<file path="config.mk">
export PLATFORM = sky130hd
export DESIGN_NAME = mem_bus_arb
export DESIGN_NICKNAME = d
export VERILOG_FILES = /design/src/rtl/mem_bus_arb_pkg.sv /design/src/rtl/mem_bus_arb_pick.sv /design/src/rtl/mem_bus_arb.sv
export SDC_FILE = /design/constraint.sdc
export NUM_CORES = 1
export LEC_CHECK = 0
export ABC_AREA = 1
export BUFFER_PORTS_ARGS = -buffer_cell sky130_fd_sc_hd__buf_2
export CAP_MARGIN = 10
export CORE_MARGIN = 2
export CORE_UTILIZATION = 47
export CTS_CLUSTER_DIAMETER = 80
export CTS_CLUSTER_SIZE = 8
export DETAILED_ROUTE_END_ITERATION = 12
export HOLD_SLACK_MARGIN = 0.08
export PLACE_DENSITY_LB_ADDON = 0.25
export SLEW_MARGIN = 10
export SYNTH_ARGS = -nofsm -noshare
export SYNTH_HDL_FRONTEND = slang
export SYNTH_SLANG_ARGS = --single-unit
</file>
<file path="constraint.sdc">
create_clock -name clk -period 2.69 [get_ports clk]
set_clock_uncertainty 0.1 [all_clocks]
set_input_delay 0.6725 -clock clk [delete_from_list [all_inputs] [get_ports clk]]
set_output_delay 0.6725 -clock clk [all_outputs]
set_load 0.02 [all_outputs]
</file>
<file path="src/rtl/mem_bus_arb_pkg.sv">
// Shared state encoding and parameter limits for the memory bus arbiter.
// The optional lock feature is selected with the MEM_BUS_ARB_LOCK_EN macro.
package mem_bus_arb_pkg;

    localparam logic [1:0] ST_IDLE  = 2'd0;
    localparam logic [1:0] ST_ISSUE = 2'd1;
    localparam logic [1:0] ST_WAIT  = 2'd2;

    localparam int MAX_CH     = 8;
    localparam int MAX_RD_LAT = 4;

    typedef enum logic [1:0] {
        S_IDLE  = ST_IDLE,
        S_ISSUE = ST_ISSUE,
        S_WAIT  = ST_WAIT
    } state_e;

endpackage

</file>
<file path="src/rtl/mem_bus_arb_pick.sv">
// Combinational request picker: round-robin starting after rr_ptr_i, or
// fixed priority with channel 0 highest. Produces one-hot and encoded grant.
module arb_pick #(
    parameter int NUM_CH    = 4,
    parameter int IW        = 2,
    parameter int FIXED_PRI = 0
) (
    input  logic [NUM_CH-1:0] req_i,
    input  logic [IW-1:0]     rr_ptr_i,
    output logic [NUM_CH-1:0] gnt_o,
    output logic [IW-1:0]     gnt_idx_o,
    output logic              any_o
);

    logic [IW:0]   sum;
    logic [IW-1:0] idx;

    always_comb begin
        gnt_o     = '0;
        gnt_idx_o = '0;
        any_o     = 1'b0;
        sum       = '0;
        idx       = '0;
        for (int k = 0; k < NUM_CH; k++) begin
            if (FIXED_PRI != 0) begin
                idx = IW'(k);
            end else begin
                // One subtraction suffices: rr_ptr_i + 1 + k never reaches 2*NUM_CH.
                sum = {1'b0, rr_ptr_i} + (IW+1)'(k + 1);
                if (sum >= (IW+1)'(NUM_CH)) begin
                    sum = sum - (IW+1)'(NUM_CH);
                end
                idx = sum[IW-1:0];
            end
            if (!any_o && req_i[idx]) begin
                any_o     = 1'b1;
                gnt_idx_o = idx;
            end
        end
        gnt_o[gnt_idx_o] = any_o;
    end

endmodule

</file>
<file path="src/rtl/mem_bus_arb.sv">
// N-master arbiter serialising request/ack transactions onto one memory port.
// Define MEM_BUS_ARB_LOCK_EN to add the m_lock debugger hold port.
module mem_bus_arb
    import mem_bus_arb_pkg::*;
#(
    parameter int NUM_CH    = 4,
    parameter int AW        = 16,
    parameter int DW        = 8,
    parameter int RD_LAT    = 1,
    parameter int FIXED_PRI = 0
) (
    input  logic               clk,
    input  logic               rst_n,
    input  logic [NUM_CH-1:0]  m_req,
`ifdef MEM_BUS_ARB_LOCK_EN
    input  logic [NUM_CH-1:0]  m_lock,
`endif
    input  logic [NUM_CH-1:0]  m_r_nw,
    input  logic [NUM_CH*AW-1:0] m_a,
    input  logic [NUM_CH*DW-1:0] m_wdata,
    output logic [NUM_CH-1:0]  m_ack,
    output logic [NUM_CH-1:0]  m_rvalid,
    output logic [DW-1:0]      m_rdata,
    output logic [AW-1:0]      mem_a,
    output logic               mem_wr,
    output logic [DW-1:0]      mem_din,
    input  logic [DW-1:0]      mem_dout,
    output logic               busy,
    output logic [1:0]         dbg_state
);

    localparam int IW = $clog2(NUM_CH);
    localparam int LW = $clog2(RD_LAT + 1);

    if (NUM_CH < 2 || NUM_CH > MAX_CH) begin : g_bad_num_ch
        $error("mem_bus_arb: NUM_CH must be in 2..%0d", MAX_CH);
    end
    if (RD_LAT < 1 || RD_LAT > MAX_RD_LAT) begin : g_bad_rd_lat
        $error("mem_bus_arb: RD_LAT must be in 1..%0d", MAX_RD_LAT);
    end

    state_e              state_q;
    logic [IW-1:0]       g_q;
    logic [IW-1:0]       rr_ptr_q;
    logic                r_nw_q;
    logic [LW-1:0]       lat_q;
    logic [AW-1:0]       mem_a_q;
    logic [DW-1:0]       mem_din_q;
    logic                mem_wr_q;
    logic [NUM_CH-1:0]   ack_q;
    logic [NUM_CH-1:0]   rvalid_q;
    logic [DW-1:0]       rdata_q;

    logic [NUM_CH-1:0]   elig_req;
    logic [NUM_CH-1:0]   gnt;
    logic [IW-1:0]       gnt_idx;
    logic                gnt_any;
    logic [NUM_CH-1:0]   g_oh;
    logic [AW-1:0]       sel_a;
    logic [DW-1:0]       sel_wd;
    logic                sel_rnw;
    logic                lock_active;

    always_comb begin
        sel_a   = '0;
        sel_wd  = '0;
        sel_rnw = 1'b0;
        g_oh    = '0;
        for (int k = 0; k < NUM_CH; k++) begin
            if (gnt_idx == IW'(k)) begin
                sel_a   = m_a[k*AW +: AW];
                sel_wd  = m_wdata[k*DW +: DW];
                sel_rnw = m_r_nw[k];
            end
            g_oh[k] = (g_q == IW'(k));
        end
    end

`ifdef MEM_BUS_ARB_LOCK_EN
    logic lock_hold_q;
    logic lock_g;
    assign lock_g      = |(m_lock & g_oh);
    assign lock_active = lock_hold_q & lock_g;
`else
    assign lock_active = 1'b0;
`endif

    // While the last owner holds its lock only that owner may be granted.
    assign elig_req = lock_active ? (m_req & g_oh) : m_req;

    arb_pick #(
        .NUM_CH    (NUM_CH),
        .IW        (IW),
        .FIXED_PRI (FIXED_PRI)
    ) u_pick (
        .req_i     (elig_req),
        .rr_ptr_i  (rr_ptr_q),
        .gnt_o     (gnt),
        .gnt_idx_o (gnt_idx),
        .any_o     (gnt_any)
    );

    always_ff @(posedge clk or negedge rst_n) begin
        if (!rst_n) begin
            state_q   <= S_IDLE;
            g_q       <= '0;
            rr_ptr_q  <= IW'(NUM_CH - 1);
            r_nw_q    <= 1'b0;
            lat_q     <= '0;
            mem_a_q   <= '0;
            mem_din_q <= '0;
            mem_wr_q  <= 1'b0;
            ack_q     <= '0;
            rvalid_q  <= '0;
            rdata_q   <= '0;
`ifdef MEM_BUS_ARB_LOCK_EN
            lock_hold_q <= 1'b0;
`endif
        end else begin
            ack_q    <= '0;
            rvalid_q <= '0;
            mem_wr_q <= 1'b0;
            case (state_q)
                S_IDLE: begin
`ifdef MEM_BUS_ARB_LOCK_EN
                    if (lock_hold_q && !lock_g) begin
                        lock_hold_q <= 1'b0;
                    end
`endif
                    if (gnt_any) begin
                        g_q       <= gnt_idx;
                        r_nw_q    <= sel_rnw;
                        mem_a_q   <= sel_a;
                        mem_din_q <= sel_wd;
                        ack_q     <= gnt;
                        mem_wr_q  <= ~sel_rnw;
                        state_q   <= S_ISSUE;
                        if (!lock_active) begin
                            rr_ptr_q <= gnt_idx;
                        end
                    end
                end
                S_ISSUE: begin
                    if (r_nw_q) begin
                        lat_q   <= LW'(RD_LAT - 1);
                        state_q <= S_WAIT;
                    end else begin
                        state_q <= S_IDLE;
`ifdef MEM_BUS_ARB_LOCK_EN
                        lock_hold_q <= lock_g;
`endif
                    end
                end
                S_WAIT: begin
                    if (lat_q == '0) begin
                        rdata_q  <= mem_dout;
                        rvalid_q <= g_oh;
                        state_q  <= S_IDLE;
`ifdef MEM_BUS_ARB_LOCK_EN
                        lock_hold_q <= lock_g;
`endif
                    end else begin
                        lat_q <= lat_q - LW'(1);
                    end
                end
                default: state_q <= S_IDLE;
            endcase
        end
    end

    assign m_ack     = ack_q;
    assign m_rvalid  = rvalid_q;
    assign m_rdata   = rdata_q;
    assign mem_a     = mem_a_q;
    assign mem_wr    = mem_wr_q;
    assign mem_din   = mem_din_q;
    assign busy      = (state_q != S_IDLE);
    assign dbg_state = state_q;

endmodule

</file>
Yosys cells after proc, flatten, opt, wreduce, memory -nomap -nowiden. Cells that the tools add are included.

Equal/unequal tests: 11. Reductions and logical operators: 16. Bitwise gates (word level): 3. Muxes and demuxes: 47. $lt $le $gt $ge: 10. $add $sub $neg: 9.

Operator list (count): 16-bit 2-to-1 mux (4); 8-bit 2-to-1 mux (4); 2-bit 2-to-1 mux (11); 1-bit 2-to-1 mux (17); 4-bit 2-to-1 mux (4); 2-bit by 3-bit < comparator with 1-bit output, second input constant (5); 3-bit greater-or-equal comparator, second input constant (4); 2-bit equality test, second input constant (5); 1-bit binary-select mux with 2-bit select (4); 2-bit AND reduction (4); 2-bit by 1-bit subtractor with 2-bit output, second input constant (4); 2-bit by 2-bit adder with 3-bit output, second input constant (2); 2-bit by 1-bit equality test with 1-bit output, second input constant (3); 2-bit zero test (3); 2-bit inequality test, second input constant (3); 2-bit case mux with 3 select lines (1); 4-bit AND (1); 1-bit logical AND (4); 2-bit nonzero test (2); 2-bit by 1-bit adder with 3-bit output, second input constant (1); 2-bit by 3-bit adder with 3-bit output, second input constant (1); 1-bit zero test (3); 1-bit demux with 2-bit select (1); 2-bit by 1-bit greater-or-equal comparator with 1-bit output, second input constant (1); other kinds (3) (4).

Flip-flop bits (word level): 49. Word-level logic and storage cells: 107. Input bits: 114.

Longest topological paths before layout.
Depth in word-level cells: 23. Mapped depth: 17. Mapped depth without buffers: 15.

By module. A second synthesis with hierarchy kept.

Cell total of the unflattened synthesis: 419. Area, all modules: 2857.7 sq um.

Modules (own cells, without submodules): mem_bus_arb (times used 1, sequential area each 1203.7 sq um, cells each 355, area each 2532.4 sq um); arb_pick (times used 1, sequential area each 0.0 sq um, cells each 64, area each 325.3 sq um).

Worst setup path after synthesis. Ideal clock, no wire load.

Kind: input to register. Start: input m_req[3]. End: register mem_a_q[2], in the netlist mem_a[2]. Stages on the path: 15. Path buffers: 1. Arrival time: 1905 ps. Library setup time: 116 ps. Path slack: 568 ps. Cell sequence: nand2_1 nand2_2 nand2_1 nand2_2 nor2_8 nand2_2 nor2_4 nor2_8 nor2_8 buf_12 nand2_2 nand2_1 inv_1 nand2_1 nand2_1.

Word-level cells in the longest chain between the ends: 17.

Ends and longest elaborated chain: start: declaration (line mem_bus_arb.sv:14) `input logic [NUM_CH-1:0] m_req,`; 1-bit binary-select mux with 2-bit select (line mem_bus_arb_pick.sv:35) `if (!any_o && req_i[idx]) begin`; 1-bit 2-to-1 mux (not written as such) (line mem_bus_arb_pick.sv:35); 1-bit 2-to-1 mux (line mem_bus_arb_pick.sv:35); 1-bit zero test (line mem_bus_arb_pick.sv:35); 1-bit logical AND (line mem_bus_arb_pick.sv:35); 1-bit 2-to-1 mux (line mem_bus_arb_pick.sv:35); 1-bit zero test (line mem_bus_arb_pick.sv:35); 1-bit logical AND (line mem_bus_arb_pick.sv:35); 1-bit 2-to-1 mux (line mem_bus_arb_pick.sv:35); 1-bit zero test (line mem_bus_arb_pick.sv:35); 1-bit logical AND (line mem_bus_arb_pick.sv:35); 2-bit 2-to-1 mux (line mem_bus_arb_pick.sv:35); 2-bit zero test (line mem_bus_arb.sv:70) `if (gnt_idx == IW'(k)) begin`; 16-bit 2-to-1 mux (4 in a row) (line mem_bus_arb.sv:70); end signal: assignment (line mem_bus_arb.sv:133) `mem_a_q <= sel_a;`; end: declaration (line mem_bus_arb.sv:47) `logic [AW-1:0] mem_a_q;`.

Several ways; a longest one is shown, not always the timed one. The select of a mux whose other input is x is not followed. A chain may end at the register's enable or synchronous reset.

Worst setup path in the final report.
Start: register rr_ptr_q[0]. End: register mem_a_q[2], in the netlist mem_a[2].

Word-level cells in the longest chain between the ends: 20.

Ends and longest elaborated chain: start: declaration (line mem_bus_arb.sv:44) `logic [IW-1:0] rr_ptr_q;`; start signal: assignment (line mem_bus_arb.sv:107) `rr_ptr_q <= IW'(NUM_CH - 1);`; start signal: assignment (line mem_bus_arb.sv:139) `rr_ptr_q <= gnt_idx;`; 2-bit by 1-bit adder with 3-bit output (line mem_bus_arb_pick.sv:29) `sum = {1'b0, rr_ptr_i} + (IW+1)'(k + 1);`; 3-bit greater-or-equal comparator or 2-bit by 1-bit subtractor with 2-bit output (tied branches) (line mem_bus_arb_pick.sv:30, mem_bus_arb_pick.sv:31); 2-bit 2-to-1 mux (line mem_bus_arb_pick.sv:30) `if (sum >= (IW+1)'(NUM_CH)) begin`; 1-bit binary-select mux with 2-bit select (line mem_bus_arb_pick.sv:35); 1-bit 2-to-1 mux (not written as such) (line mem_bus_arb_pick.sv:35); 1-bit 2-to-1 mux (line mem_bus_arb_pick.sv:35); 1-bit zero test (line mem_bus_arb_pick.sv:35); 1-bit logical AND (line mem_bus_arb_pick.sv:35); 1-bit 2-to-1 mux (line mem_bus_arb_pick.sv:35); 1-bit zero test (line mem_bus_arb_pick.sv:35); 1-bit logical AND (line mem_bus_arb_pick.sv:35); 1-bit 2-to-1 mux (line mem_bus_arb_pick.sv:35); 1-bit zero test (line mem_bus_arb_pick.sv:35); 1-bit logical AND (line mem_bus_arb_pick.sv:35); 2-bit 2-to-1 mux (line mem_bus_arb_pick.sv:35); 2-bit zero test (line mem_bus_arb.sv:70); 16-bit 2-to-1 mux (4 in a row) (line mem_bus_arb.sv:70).

Several ways; a longest one is shown, not always the timed one. The select of a mux whose other input is x is not followed.

==> results.py <==
metrics = {
    "logic_synthesis": {
        "synth_area_um2": 3260,
        "async_flop_share_pct": 100,
        "synth_warnings": 0,
        "ys_ff_latch": 48,
        "synthFlopType": "dfrtp_1",
        "synth_nets": 604,
        "synth.distinct_cells": 25,
        "synth_edf_count": 0,
        "yosysSeqAreaShare_pct": 36.9,
        "syn_area_per_cell_um2": 6.65,
        "netlist_instances": 490,
    },
    "routing": {
        "drt-vias-per-instance": 4.60,
        "dr.pass1.iters": 5,
        "drtAntennaViolNets": 0,
        "wl_per_cell_um": 11.3,
        "wirelength_um": 8210,
        "drt-initial-drc-count": 132,
        "drc_errors": 0,
        "vias": 3347,
    },
    "setup_path": {
        "crit_buf_inv": 3,
        "critPathMostFrequentCell": "nand2_1",
        "crit_fanout": 21,
        "timing.rr.end": "mem_a[2]",
        "max_stage_delay_ns": 0.63,
        "required_ns": 2.78,
        "cp_slowest_cell": "dfstp_2",
        "rrSetupSlack_ns": 0.22,
        "cp_top_family": "simple AND/OR/NAND/NOR gates",
        "crit_type": "flop to flop",
        "path_cells": "inv_4 > nand2_1 > nand2_1 > nand2_2 > a21boi_2 > nand2_2 > buf_4 > nor2_8 > nor2_8 > buf_4 > nor2_1 > nand3_1 > nand2_1 > nand2_1",
        "cp.arrival_ns": 2.56,
        "reg2reg_from": "rr_ptr_q[0]",
        "r2r_cells": 14,
        "crit_path_start_kind": "flop",
        "end_kind": "flop",
    },
    "grt": {
        "grt_max_degree": 32,
        "antenna_found_initial": 0,
        "grt_first_pass_wirelength_um": 13100,
        "overflow": 0,
        "track_usage_pct": 21.7,
        "grt_pass1_vias": 3027,
    },
    "pwr": {
        "power_density_nw_per_um2": 1550,
        "p_comb_share_pct": 72.2,
        "p_sw_mw": 3.51,
        "p_seq_share_pct": 19.8,
        "static-leakage-power_nw": 2.67,
        "peakVddDrop_mv": 0.785,
        "internal-power_mw": 3.01,
        "swShare_pct": 53.9,
        "pwr-share-clk_pct": 8.0,
    },
    "timing": {
        "fin_crit_sh_pct": 91.9,
        "fin_crit_ns": 2.47,
        "tns_ns": 0,
        "max_freq_mhz": 404,
        "fin_ws_ns": 0.217,
        "hold_viol_final": 0,
        "rsz0062_at_grt": "false",
        "maxSlewViolCount": 0,
        "setup_viol_count_final": 0,
        "max_slew_margin_pct": 61.1,
        "worstMarginPinSlew_ns": 0.583,
    },
    "finish": {
        "area_growth_pct": 29.3,
        "layout-drive-gt1-share_pct": 35.3,
        "n_fill_cell": 652,
        "finalNonFillerCells": 728,
        "antenna_cells": 0,
        "layout.cells.most_common": "nand2_1",
        "multi_input_area_um2": 1570,
        "final_area_um2": 4220,
        "final_cell_mix": "nand2_1, buf_2, inv_1, nor2_1, dfrtp_1",
        "seqCellArea_um2": 1200,
        "nets": 761,
    },
    "clocking": {
        "cts-root-buf": "clkbuf_8",
        "cts_tree": "built",
        "clk_latency_ns": 0.30,
        "htree_levels": 2,
        "clock-sinks": 48,
        "cts_buffer_depth": 2,
        "numCtsBuffers": 5,
        "path_clk_slew_ns": 0.10,
        "postCtsSetupBuffers": 0,
    },
    "die": {
        "die_w_um": 87.3,
        "die_y_um": 87.3,
        "core-area_um2": 6760,
        "top_level_ports": 158,
        "die_area_um2": 7620,
        "start_util_pct": 48.2,
        "rows": 30,
    },
    "placement": {
        "io_buffers": 157,
        "hpwl_um": 6390,
        "place_congestion": 0.859,
        "dp_slack_ns": -0.0736,
        "placed_cells": 720,
        "placed_area_um2": 4100,
    },
    "job": {
        "drv_cap": 0,
    },
    "hold_path": {
        "hp-class": "input port to asynchronous set/reset pin",
    },
    "status": {
        "run_status": "completed",
    },
}
==> metal layers <==
layer	global-route usage, %	wire (um)	vias to the layer above
met1	26.8	3520	1475
met3	4.17	542	6
li1	-	-	1752
met2	39.0	4100	114
met5	0	0	-
met4	4.76	48	0
==> flip-flops by register name, summed over array words and instances (netlist names) <==
register,flops
m_rvalid,4
mem_a,16
rr_ptr_q,2
m_ack,4
r_nw_q,1
mem_din,8
dbg_state,2
mem_wr,1
g_q,2
m_rdata,8
==> Yosys cell counts, types with 3 or more instances <==
cell type / n / share of area, %
nand2_1: 180 / 21
inv_1: 85 / 9.8
nor2_1: 50 / 5.8
dfrtp_1: 46 / 35
nand3_1: 45 / 6.9
nand2_2: 27 / 5.2
mux2_2: 8 / 2.8
nand2_4: 5 / 1.7
nor3_1: 5 / 0.77
buf_2: 4 / 0.61
buf_4: 4 / 0.92
buf_6: 4 / 1.4
inv_2: 4 / 0.46
o21ai_0: 4 / 0.61
clkbuf_1: 3 / 0.35
nor2_8: 3 / 1.8
==> through the flow <==
| step | total power [mW] | util (%) | hold slack [ns] |
|---|---|---|---|
| after floorplan | 5.06 | - | 0.277 |
| after global placement | 5.92 | 60.7 | 0.343 |
| after detailed placement | 6.03 | 60.7 | 0.349 |
| after CTS | 6.57 | 62.3 | 0.277 |
| after global routing | 7.24 | 62.4 | 0.306 |
| final | 6.51 | 62.4 | 0.263 |
==> area by class of cell <==
cell class | count | share of cell area, %
clock inverters | 3 | 1.01
inverters | 91 | 8.22
repair buffers | 167 | 21.0
multi-input cells | 334 | 37.2
clock buffers | 5 | 1.63
well taps | 80 | 2.37
flip-flops and latches | 48 | 28.6
==> cell families (layout without fill, tap and decap cells) <==
group	Yosys count	in the layout	share of synthesized area [%]
flip-flops	48	48	36.9
buffers and inverters	108	266	15.1
multiplexers	8	8	2.76
AND/OR/NAND/NOR	320	320	44.1
AO/OA/AOI/OAI	6	6	1.11
==> power by group through the flow <==
stage          clock network, mW  logic [mW]  registers (mW)
3_5_place_dp                   0        4.74            1.29
4_1_cts                    0.534        4.75            1.29
6_report                   0.521        4.70            1.29
3_3_place_gp                   0        4.63            1.29
2_1_floorplan                  0        3.45            1.61
5_1_grt                    0.559        5.35            1.33
==> how the worst max path moves through the flow <==
| stage | startpoint | endpoint | slack, ns | cells after the start |
|---|---|---|---|---|
| 5_1_grt | rr_ptr_q[0] | mem_a[2] | 0.04 | 14 |
| 3_5_place_dp | m_req[3] | r_nw_q | -0.07 | 14 |
| 2_1_floorplan | m_req[3] | mem_a[2] | 0.57 | 15 |
| 6_report | rr_ptr_q[0] | mem_a[2] | 0.22 | 14 |
| 4_1_cts | rr_ptr_q[0] | r_nw_q | 0.02 | 14 |
| 3_3_place_gp | m_req[3] | r_nw_q | -0.01 | 14 |
==> timing repair <==
action | in CTS | in global routing
endpoints found under the setup margin | 0 | 22
hold buffers | 0 | 0
gates resized for setup | 0 | 1
No activity file was read; power rests on OpenSTA's default activity.
